$ cat config.mk
export PLATFORM = sky130hd
export DESIGN_NAME = t5_lsu
export DESIGN_NICKNAME = d
export VERILOG_FILES = /design/src/rtl/t5_pkg.sv /design/src/rtl/t5_lsu_align.sv /design/src/rtl/t5_lsu.sv
export SDC_FILE = /design/constraint.sdc
export NUM_CORES = 1
export LEC_CHECK = 0
export CAP_MARGIN = 20
export CORE_UTILIZATION = 25
export DETAILED_ROUTE_END_ITERATION = 10
export PLACE_DENSITY = 0.63
export SYNTH_ARGS = -nofsm -noshare
export SYNTH_HDL_FRONTEND = slang
export SYNTH_SLANG_ARGS = --single-unit
export TNS_END_PERCENT = 5
$ cat constraint.sdc
create_clock -name sclk -period 5.1 [get_ports sclk]
set_clock_uncertainty 0.15 [all_clocks]
set_input_delay 1.02 -clock sclk [delete_from_list [all_inputs] [get_ports sclk]]
set_output_delay 1.02 -clock sclk [all_outputs]
set_load 0.05 [all_outputs]
$ cat src/rtl/t5_pkg.sv
// t5_pkg: shared opcodes, access-size encodings and LSU state for the t5 core
package t5_pkg;
  localparam logic [4:0] OPC_LOAD = 5'h00;
  localparam logic [4:0] OPC_STORE = 5'h08;
  typedef enum logic [1:0] {SZ_B, SZ_H, SZ_W, SZ_X} size_e;
  typedef enum logic {IDLE, REQ} lsu_state_e;
  function automatic logic misaligned(size_e sz, logic [1:0] a);
    return sz == SZ_X || (sz == SZ_H && a[0]) || (sz == SZ_W && a != 2'd0);
  endfunction
  function automatic logic [3:0] lane_sel(size_e sz, logic [1:0] a);
    return sz == SZ_B ? 4'b0001 << a : sz == SZ_H ? (a[1] ? 4'b1100 : 4'b0011) : 4'b1111;
  endfunction
endpackage

$ cat src/rtl/t5_lsu_align.sv
// t5_lsu_align: shifts the bus read word to the addressed lane and sign/zero extends it
import t5_pkg::*;
module t5_lsu_align #(
  parameter int XLEN = 32
) (
  input  logic [XLEN-1:0] dti,
  input  logic [1:0]      ofs,
  input  size_e           sz,
  input  logic            uns,
  output logic [XLEN-1:0] res
);
  logic [XLEN-1:0] sh;
  assign sh = dti >> {ofs, 3'b000};
  assign res = sz == SZ_B ? {{(XLEN-8){sh[7] & ~uns}}, sh[7:0]}
             : sz == SZ_H ? {{(XLEN-16){sh[15] & ~uns}}, sh[15:0]} : sh;
endmodule

$ cat src/rtl/t5_lsu.sv
// t5_lsu: load/store unit issuing one data-bus cycle per memory op, with timeout and misalign traps
import t5_pkg::*;
module t5_lsu #(
  parameter int XLEN = 32,
  parameter int TMO = 255
) (
  input  logic            sclk,
  input  logic            srst_n,
  input  logic            sena,
  input  logic [6:2]      xopc,
  input  logic [14:12]    xfn3,
  input  logic [XLEN-1:0] xbpc,
  input  logic [XLEN-1:0] xdat,
  output logic [XLEN-1:0] dwb_adr,
  output logic [XLEN-1:0] dwb_dto,
  output logic [3:0]      dwb_sel,
  output logic            dwb_we,
  output logic            dwb_stb,
  input  logic            dwb_ack,
  input  logic [XLEN-1:0] dwb_dti,
  output logic [XLEN-1:0] mldt,
  output logic            mstl,
  output logic            mexc
);
  localparam logic [7:0] TLAST = 8'(TMO - 1);
  lsu_state_e st, st_nx;
  logic [7:0] cnt;
  logic [1:0] ofs;
  size_e sz, xsz;
  logic uns, mem, bad, tmo;
  logic [XLEN-1:0] ld;
  assign xsz = size_e'(xfn3[13:12]);
  assign mem = sena && (xopc == OPC_LOAD || xopc == OPC_STORE);
  assign bad = misaligned(xsz, xbpc[1:0]);
  assign tmo = cnt == TLAST;
  assign mstl = st == REQ && !dwb_ack;
  t5_lsu_align #(.XLEN(XLEN)) u_align (.dti(dwb_dti), .ofs(ofs), .sz(sz), .uns(uns), .res(ld));
  always_comb begin
    st_nx = st;
    st_nx = st == IDLE ? (mem && !bad ? REQ : IDLE) : (dwb_ack || tmo ? IDLE : REQ);
  end
  always_ff @(posedge sclk or negedge srst_n)
    if (!srst_n) st <= IDLE;
    else st <= st_nx;
  // ack is tested before the timeout so a coincident ack completes normally
  always_ff @(posedge sclk or negedge srst_n) begin
    if (!srst_n) begin
      dwb_adr <= '0;
      dwb_dto <= '0;
      dwb_sel <= '0;
      dwb_we <= 1'b0;
      dwb_stb <= 1'b0;
      mldt <= '0;
      mexc <= 1'b0;
      cnt <= '0;
      ofs <= '0;
      sz <= SZ_B;
      uns <= 1'b0;
    end else begin
      mexc <= 1'b0;
      if (st == IDLE) begin
        if (mem && bad) mexc <= 1'b1;
        else if (mem) begin
          dwb_adr <= {xbpc[XLEN-1:2], 2'b00};
          dwb_dto <= xdat;
          dwb_sel <= lane_sel(xsz, xbpc[1:0]);
          dwb_we <= xopc == OPC_STORE;
          dwb_stb <= 1'b1;
          cnt <= '0;
          ofs <= xbpc[1:0];
          sz <= xsz;
          uns <= xfn3[14];
        end
      end else if (dwb_ack) begin
        dwb_stb <= 1'b0;
        if (!dwb_we) mldt <= ld;
      end else if (tmo) begin
        dwb_stb <= 1'b0;
        mldt <= '0;
        mexc <= 1'b1;
      end else cnt <= cnt + 8'd1;
    end
  end
endmodule

==> results of run 1 <==
[worst max-delay path: stages]
cell and delay [ps]:
clkdlybuf4s50_1 690, nor2b_1 330, clkdlybuf4s50_1 850
[cell families after synthesis]
group | share of synthesized area, %
other | 0.07328
buffers and inverters | 3.594
adder cells (fa/ha/maj) | 0.4889
multiplexers | 21.47
XOR/XNOR | 0.5135
AO/OA/AOI/OAI | 10.64
AND/OR/NAND/NOR | 6.993
flip-flops | 56.23
[Yosys cell counts, drive strengths merged, types with 4 or more instances]
master	instances	area, um2
clkbuf	13	48.80
o211ai	8	60.06
o31ai	5	37.54
a221o	15	150.1
nor2b	5	31.28
buf	14	105.1
dfrtp	115	2878
nor3	4	20.02
inv	8	30.03
mux2i	13	130.1
o21ai	19	95.09
mux2	82	923.4
nand2	35	131.4
a221oi	7	61.31
nor4	5	52.55
nor2	10	37.54
[final timing paths]
path	to	slack (ps)	from
worst max register to register	dwb_dto[4]	2280	st
worst min register to register	dwb_dto[9]	330	dwb_dto[9]
worst max-delay path	mstl	1040	dwb_ack
worst min-delay path	dwb_dto[9]	330	dwb_dto[9]
min in group asynchronous	dwb_dto[4]	600	srst_n
max in group asynchronous	dwb_dto[8]	2990	srst_n
[layer usage]
metal | up-vias | track usage (%)
met5 | - | 0
li1 | 1864 | -
met4 | 0 | 5.263
met1 | 1988 | 17.13
met2 | 189 | 23.75
met3 | 15 | 3.899
[cells in the final DEF, fill, tap and decap left out, drive strengths merged, types with 10 or more instances in the layout]
| cell | n |
|---|---|
| nand2 | 35 |
| dfrtp | 115 |
| nor2 | 10 |
| mux2 | 82 |
| mux2i | 13 |
| a221o | 15 |
| clkdlybuf4s50 | 208 |
| o21ai | 19 |
| clkbuf | 23 |
[registers in the layout (all words and copies together) (netlist names), 2 cells and up]
register,cells
cnt,8
ofs,2
dwb_adr,30
mldt,32
dwb_dto,32
sz,2
dwb_sel,4
[final cells by class]
class                           instances  area (um2)  share of cell area [%]
Clock inverter                          5       125.1                   1.551
Inverter                                8       30.03                  0.3723
Timing Repair Buffer                  214        2147                   26.62
Sequential cell                       115        2878                   35.68
Tap cell                              265       331.6                   4.110
Clock buffer                           23       488.0                   6.049
Multi-Input combinational cell        248        2067                   25.62
[power groups by stage]
stage                     clock, uW  sequential, uW  combinational [uW]
after global routing           1330            1280                1590
after CTS                      1280            1260                1510
after global placement            0            1270                1490
final                          1240            1250                1520
after floorplan                   0            1890                 303
after detailed placement          0            1280                1510
[metrics by stage]
stage	instance area (um2)	util, %	instances	worst slack (ps)
finish	8066	40.78	878	1041
global route	8066	40.78	878	941.8
CTS	8039	40.64	877	1001
detailed placement	7426	37.54	849	1017
global placement	7426	37.54	849	1061
floorplan	5121	-	398	2158
==> summary.txt, run 1 <==
Placed design
  – IO Port Bufs: about 210
  – Final HPWL DP: ~10,000 um
  – RePlAce Congestion: around 0.86

Clocking
  – Clock buffer depth: 2
  – Post-CTS setup buffer count: 0
  – PostCTS Resize Cnt: 0
  – CTS tree: built
  – Clock Tree Root: clkbuf_16
  – Clk Latency, worst-skew pair: ~400 ps
  – CTS Hold Bufs: 0
  – CTS sink cnt: 115
  – Inserted Clock Buffers: 17
  – CTS H-Tree Depth: 4
  – Clock Pin Slew Worst Setup and Hold Paths: ~50 ps

Setup path
  – WP data arrival: 2890 ps
  – CP max FO: 13
  – Critical path startpoint category: input pin
  – CP Capture Type: output pin
  – Worst reg2reg path depth: 5
  – Critical setup path kind: input pin to output pin
  – CP required: 3930 ps

Hold path
  – Worst hold path type: flip-flop to flip-flop
  – Cells on Worst Hold Path: 1

Timing
  – Slew Viols, Final: 0
  – Worst hold slack: 329.7 ps
  – Final min period: 4059 ps
  – Period Utilization, post-route: 79.59%
  – Relative max-transition margin: 31.90%
  – RSZ-0062 raised after global routing: false
  – Final setup vio count: 0
  – Final Hold Fails: 0
  – Fmax: 246.4 MHz
  – Slew @ Worst Pin: approximately 1000 ps
  – TNS Setup: 0 ps

Power
  – Clock power frac: 30.9%
  – Net Sw Frac: 36.75%
  – Power Density: between 400 and 500 nW/um2
  – Logic pwr share: 38.0%
  – Sequential Power Share: 31.1%
  – Sw power: 1476 uW
  – Total Power: 4015 uW
  – Peak VDD IR: about 0.23 mV
  – P_int: 2540 uW
  – Leak: 0.003410 uW

Synth
  – Syn Area/Cell: between 10 and 15 um2
  – Synth cell types: 49
  – Asr flop ratio synth: 100.0%
  – Register area share after synthesis: 56.23%
  – Synthesized instance count: slightly below 400
  – Number of synthesized flops with an enable pin: 0
  – Post-Syn Area: 5117 um2
  – Top_reg_cell synth: dfrtp_1
  – Synth warnings: 0
  – #FFs+latches synth: 115

Finish
  – Layout Nets: 714
  – P&R area growth vs syn: 57.63%
  – Fill cell count: 1,818
  – Layout cells sized above 1: 8.646%
  – N_diodes: 0

Drt
  – Vias post-DR: about 4,100
  – Drt first pass iters: 4
  – Starting DRT DRC Count: 147
  – Routed WL per cell: 16.40 um
  – Vias/cell: 4.620
  – Max layer used: met4
  – WL met1: 6175 um
  – DRT antenna net count: 0
  – DRC Markers: 0
  – WL met3: 1014 um
  – Final WL: 14,400 um
  – Met2 routed WL: 7028 um

Global routing
  – Grt total ovfl: 0
  – Pin count of the biggest net entering global routing: 75
  – Initial antenna violation count: 0
  – Vias in the first global route: about 4,400
  – First-pass GRT wire length: 23,600 um
  – Total track usage: 14.11%

Die
  – Top Ports: 212
  – Initial Util: 25.87%
  – Core Box Area: 19,780 um2
  – Horiz. Die Dim: approximately 150 um
  – Overall die height: 145.1 um
  – Die area: 21,050 um2
  – Rows: 51

Job
  – Maxcap violations: 0

Status
  – Run status: complete, no violations
(Power assumes the default switching activity.)
==> inputs of run 2 (changes only) <==
- PLACE_DENSITY: 0.63 -> 0.64
- clock period: 5.1 -> 3.6 ns (I/O delays scaled with it)
==> run 2 against run 1 <==
Core utilization grew 0.095 points. Worst hold slack lost 140 ps. Non-clock buffer count grew 1. Routed wire length shrank 2.3%. Final area grew 0.23%. Clock-buffer cell count shrank 6. Global-route usage shrank 0.22 points. Register-to-register slack lost 1200 ps. Combinational power grew 42%. Total power grew 41%. Critical path type is now input pin to flip-flop.
==> summary.txt, run 2 (synthesis results as in run 1) <==
Status
  – Run status: complete, no violations (unchanged)

Die
  – Rows: 51 (unchanged)
  – Initial Util: 25.87% (unchanged)
  – Overall die height: 145.1 um (unchanged)
  – Top Ports: 212 (unchanged)
  – Horiz. Die Dim: 145.1 um (unchanged)
  – Core Box Area: 19,780 um2 (unchanged)
  – Die area: 21,050 um2 (unchanged)

Timing
  – TNS Setup: 0 ps (unchanged)
  – Setup ws final: 911.9 ps (was 1041 ps)
  – RSZ-0062 raised after global routing: false (unchanged)
  – Slew @ Worst Pin: 861.7 ps (was 1022 ps)
  – Final setup vio count: 0 (unchanged)
  – Relative max-transition margin: 42.12% (was 31.90%)
  – Period Utilization, post-route: 74.67%
  – Final min period: 2688 ps
  – Final Hold Fails: 0 (unchanged)
  – Slew Viols, Final: 0 (unchanged)
  – Fmax: 372.0 MHz

Setup path
  – WP data arrival: 2830 ps (was 2890 ps)
  – CP max FO: 74 (was 13)
  – Critical setup path kind: input pin to flip-flop (was input pin to output pin)
  – CP Capture Type: flip-flop (was output pin)
  – Critical path startpoint category: input pin (unchanged)
  – CP required: 3740 ps (was 3930 ps)

Global routing
  – Vias in the first global route: 4,340 (was 4,391)
  – Total track usage: 13.89% (was 14.11%)
  – Grt total ovfl: 0 (unchanged)
  – Initial antenna violation count: 0 (unchanged)
  – Pin count of the biggest net entering global routing: 75 (unchanged)
  – First-pass GRT wire length: 23,230 um (was 23,600 um)

Clocking
  – CTS Hold Bufs: 0 (unchanged)
  – Clock Pin Slew Worst Setup and Hold Paths: 60 ps (was 50 ps)
  – Clk Latency, worst-skew pair: 410 ps (was 400 ps)
  – CTS H-Tree Depth: 4 (unchanged)
  – Inserted Clock Buffers: 17 (unchanged)
  – Post-CTS setup buffer count: 0 (unchanged)
  – PostCTS Resize Cnt: 0 (unchanged)
  – CTS sink cnt: 115 (unchanged)
  – Clock Tree Root: clkbuf_16 (unchanged)
  – Clock buffer depth: 2 (unchanged)
  – CTS tree: built (unchanged)

Power
  – Peak VDD IR: 0.3214 mV (was 0.2264 mV)
  – P_int: 3484 uW (was 2540 uW)
  – Logic pwr share: 38.0% (about the same)
  – Clock power frac: 31.1% (was 30.9%)
  – Leak: 0.003419 uW (was 0.003410 uW)
  – Power Density: 701.9 nW/um2 (was 497.8 nW/um2)
  – Total Power: 5675 uW (was 4015 uW)
  – Sw power: 2191 uW (was 1476 uW)
  – Sequential Power Share: 30.9% (was 31.1%)
  – Net Sw Frac: 38.61% (was 36.75%)

Finish
  – Most common cell after layout, fill and taps aside: clkdlybuf4s50_1 (unchanged)
  – Most frequent cells in the layout: clkdlybuf4s50_1 (207), dfrtp_1 (115), mux2_1 (68) (was clkdlybuf4s50_1 (208), dfrtp_1 (115), mux2_1 (68))
  – Layout cells sized above 1: 9.871% (was 8.646%)
  – N_diodes: 0 (unchanged)
  – Regs by FF count: dwb_dto: 32 flops, mldt: 32 flops, dwb_adr: 30 flops (unchanged)
  – Layout Nets: 715 (was 714)
  – P&R area growth vs syn: 58.00% (was 57.63%)
  – Post-route insts no fill: 883 (was 878)

Placed design
  – Inst Count DP: 851 (was 849)
  – RePlAce Congestion: 0.8178 (was 0.8589)
  – Place WS: 507.2 ps (was 1017 ps)
  – Final HPWL DP: 10,310 um (was 10,490 um)
  – IO Port Bufs: 209 (unchanged)

Drt
  – Vias/cell: 4.617 (was 4.620)
  – DRT antenna net count: 0 (unchanged)
  – Routed WL per cell: 15.93 um (was 16.40 um)
  – Drt first pass iters: 4 (unchanged)
  – DRC Markers: 0 (unchanged)
  – Final WL: 14,070 um (was 14,400 um)
  – Vias post-DR: 4,077 (was 4,056)
  – Starting DRT DRC Count: 162 (was 147)

Job
  – Maxcap violations: 0 (unchanged)

Hold path
  – Worst hold path type: input pin to asynchronous set/reset pin (was flip-flop to flip-flop)
==> run 2: layer usage <==
layer | track usage (%) | vias up | wire length [um]
met2 | 22.96 | 194 | 6836
met1 | 16.47 | 1986 | 5868
li1 | - | 1878 | -
met5 | 0 | - | 0
met3 | 5.189 | 19 | 1164
met4 | 4.842 | 0 | 200
==> run 2: power by group through the flow <==
stage,combinational (uW),sequential [uW],clock (uW)
3_3_place_gp,2150,1770,0
2_1_floorplan,429,2680,0
3_5_place_dp,2170,1780,0
6_report,2160,1750,1760
4_1_cts,2180,1760,1820
5_1_grt,2250,1800,1870
==> run 2: area by class of cell <==
class / instances / area, um2
Inverter: 8 / 30.03
Clock inverter: 15 / 196.4
Fill cell: 1852 / 11700
Clock buffer: 17 / 425.4
Multi-Input combinational cell: 248 / 2067
Sequential cell: 115 / 2878
Tap cell: 265 / 331.6
Timing Repair Buffer: 215 / 2157
==> run 2: critical path, stage by stage <==
cell and delay (ps):
clkdlybuf4s50_1 630, o21a_1 290, o22a_1 240, nor2_4 140
buf_12 340, mux2_1 370
==> run 2: final timing paths <==
check,from,endpoint,slack (ps),cells after the start
setup / recovery,xfn3[12],dwb_adr[16],910,6
hold / removal,srst_n,dwb_sel[2],190,1
setup reg to reg,ofs[1],mldt[19],1090,4
hold reg to reg,dwb_dto[14],dwb_dto[14],330,1
max in group asynchronous,srst_n,dwb_dto[25],2320,2
min in group sclk,dwb_dto[14],dwb_dto[14],330,1
==> run 2: per-stage QoR <==
step	util (%)	instance area (um2)	hold slack (ps)
floorplan	-	5121	274.4
global placement	37.73	7463	316.3
detailed placement	37.73	7463	323.7
CTS	40.87	8085	191.4
global route	40.87	8085	236.9
finish	40.87	8085	187.6
==> inputs of run 3 (changes only) <==
- clock period: 3.6 -> 2.35 ns (I/O delays scaled with it)
==> run 3 against run 2 <==
Register-to-register slack worse by 830 ps. Final area increased by 2.3%. Core utilization increased by 0.94 points. Die area stayed put. Via count rose by 1.9%. Clock power is 39% higher. Flip-flop and latch count unchanged. Setup slack worse by 810 ps. Global-route usage is 0.46 points higher. First-iteration DRC count up 31%. Largest cell class unchanged. Largest power group unchanged.
==> summary.txt, run 3 (synthesis results as in run 1) <==
Status
  – Run status: complete, no violations (unchanged)

Die
  – Core Box Area: 19,780 um2 (unchanged)
  – Die area: 21,050 um2 (unchanged)
  – Rows: 51 (unchanged)
  – Top Ports: 212 (unchanged)
  – Horiz. Die Dim: 145.1 um (unchanged)
  – Initial Util: 25.87% (unchanged)
  – Overall die height: 145.1 um (unchanged)

Global routing
  – Grt total ovfl: 0 (unchanged)
  – First-pass GRT wire length: 24,060 um (was 23,230 um)
  – Vias in the first global route: 4,518 (was 4,340)
  – Total track usage: 14.35% (was 13.89%)
  – Pin count of the biggest net entering global routing: 73 (was 75)
  – Initial antenna violation count: 0 (unchanged)

Drt
  – Drt first pass iters: 4 (unchanged)
  – DRC Markers: 0 (unchanged)
  – Routed WL per cell: 15.75 um (was 15.93 um)
  – Vias/cell: 4.576 (was 4.617)
  – DRT antenna net count: 0 (unchanged)
  – Vias post-DR: 4,155 (was 4,077)
  – Final WL: 14,300 um (was 14,070 um)
  – Starting DRT DRC Count: 213 (was 162)

Timing
  – Relative max-transition margin: 62.17% (was 42.12%)
  – Final min period: 2251 ps
  – Final setup vio count: 0 (unchanged)
  – Worst hold slack: 243.3 ps (was 187.6 ps)
  – Period Utilization, post-route: around 96%
  – RSZ-0062 raised after global routing: false (unchanged)
  – Fmax: around 440 MHz
  – Final Hold Fails: 0 (unchanged)
  – Slew @ Worst Pin: 565.7 ps (was 861.7 ps)
  – Slew Viols, Final: 0 (unchanged)

Setup path
  – Critical setup path kind: flip-flop to output pin (was input pin to flip-flop)
  – Critical Path Slowest Stage Cell: clkdlybuf4s50_1 (unchanged)
  – Crit path largest cell delay: 830 ps (was 630 ps)
  – CP Capture Type: output pin (was flip-flop)
  – CP max FO: 3 (was 74)
  – CP Cell Sequence: clkdlybuf4s50_1 (was clkdlybuf4s50_1, o21a_1, o22a_1, nor2_4, buf_12, mux2_1)
  – CP required: 1730 ps (was 3740 ps)
  – CP bufs+invs: 1 (was 2)
  – Top delay family on crit path: buffers and inverters (unchanged)
  – WP data arrival: 1630 ps (was 2830 ps)
  – Critical path startpoint category: flip-flop (was input pin)

Power
  – Peak VDD IR: 0.4729 mV (was 0.3214 mV)
  – Leak: 0.003534 uW (was 0.003419 uW)
  – Power Density: 1025 nW/um2 (was 701.9 nW/um2)

Job
  – Maxcap violations: 0 (unchanged)

Finish
  – N_diodes: 0 (unchanged)
  – Regs by FF count: dwb_dto: 32 flops, mldt: 32 flops, dwb_adr: 30 flops (unchanged)
  – Layout Nets: 740 (was 715)
  – Most common cell after layout, fill and taps aside: clkdlybuf4s50_1 (unchanged)
  – P&R area growth vs syn: 61.61% (was 58.00%)
  – Most frequent cells in the layout: clkdlybuf4s50_1 (202), dfrtp_1 (115), mux2_1 (68) (was clkdlybuf4s50_1 (207), dfrtp_1 (115), mux2_1 (68))
  – Post-route insts no fill: 908 (was 883)
  – Layout cells sized above 1: 14.00% (was 9.871%)

Clocking
  – CTS sink cnt: 115 (unchanged)
  – PostCTS Resize Cnt: 0 (unchanged)
  – CTS H-Tree Depth: 4 (unchanged)
  – Clk Latency, worst-skew pair: 410 ps (about the same)
  – Clock buffer depth: 2 (unchanged)
  – CTS tree: built (unchanged)
  – Clock Pin Slew Worst Setup and Hold Paths: 50 ps (was 60 ps)
  – Inserted Clock Buffers: 17 (unchanged)
  – Clock Tree Root: clkbuf_16 (unchanged)

Placed design
  – Final HPWL DP: 10,790 um (was 10,310 um)
  – Inst Count DP: 875 (was 851)
  – RePlAce Congestion: 0.8373 (was 0.8178)
  – IO Port Bufs: 209 (unchanged)

Hold path
  – Worst hold path type: input pin to asynchronous set/reset pin (unchanged)
==> run 3: cell types whose count changed in the layout (fill, tap and decap cells not counted) <==
cell	before	now
dlygate4sd3_1	0	1
clkinv_4	4	2
inv_6	6	4
clkdlybuf4s50_1	207	202
buf_12	2	7
clkinvlp_4	1	4
inv_8	1	0
bufinv_16	3	1
clkbuf_8	0	1
buf_4	6	30
clkinv_2	0	3
==> run 3: path summary, 6_finish.rpt <==
check / startpoint / depth (start not counted) / slack, ps / end
min reg2reg: dwb_adr[28] / 1 / 330 / dwb_adr[28]
max in group asynchronous: srst_n / 3 / 1110 / dwb_dto[21]
max reg2reg: cnt[0] / 6 / 260 / mldt[29]
min: srst_n / 2 / 240 / dwb_sel[0]
min in group sclk: dwb_adr[28] / 1 / 330 / dwb_adr[28]
max: dwb_sel[1] / 1 / 100 / dwb_sel[1]
==> run 3: through the flow <==
stage          TNS, ps  worst slack [ps]  area (um2)  power [uW]  utilization (%)
2_1_floorplan        0             232.5        5121        4766                -
3_3_place_gp     -2877            -53.67        7694        6032            38.89
3_5_place_dp     -6448            -127.3        7694        6079            38.89
4_1_cts              0             69.11        8270        8598            41.81
5_1_grt              0             29.23        8270        8891            41.81
6_report             0             99.03        8270        8473            41.81
==> run 3: routing by layer <==
layer | part of all wire, % | track usage, %
met5 | 0 | 0
met4 | 1.5 | 5.316
met3 | 8.7 | 5.660
met2 | 48 | 23.17
met1 | 42 | 17.17
==> run 3: layout make-up <==
type                       instances  area (um2)
timing repair buffer             240        2397
sequential                       115        2878
multi-input combinational        248        2067
inverter                           8       30.03
fill                            1829       11510
tap                              265       331.6
clock inverter                    14       127.6
clock buffer                      18       439.2
==> run 3: what timing repair did <==
item	CTS	global route
endpoints found under the setup margin	0	0
buffers inserted	0	0
hold buffers	1	0
endpoints found under the hold margin	75	0
==> run 3: power by group <==
part           switching (uW)  internal (uW)  leakage [uW]
clock network             964           1490      0.000269
logic                    2090           1240       0.00177
registers                 275           2420       0.00149
total                    3330           5150       0.00353
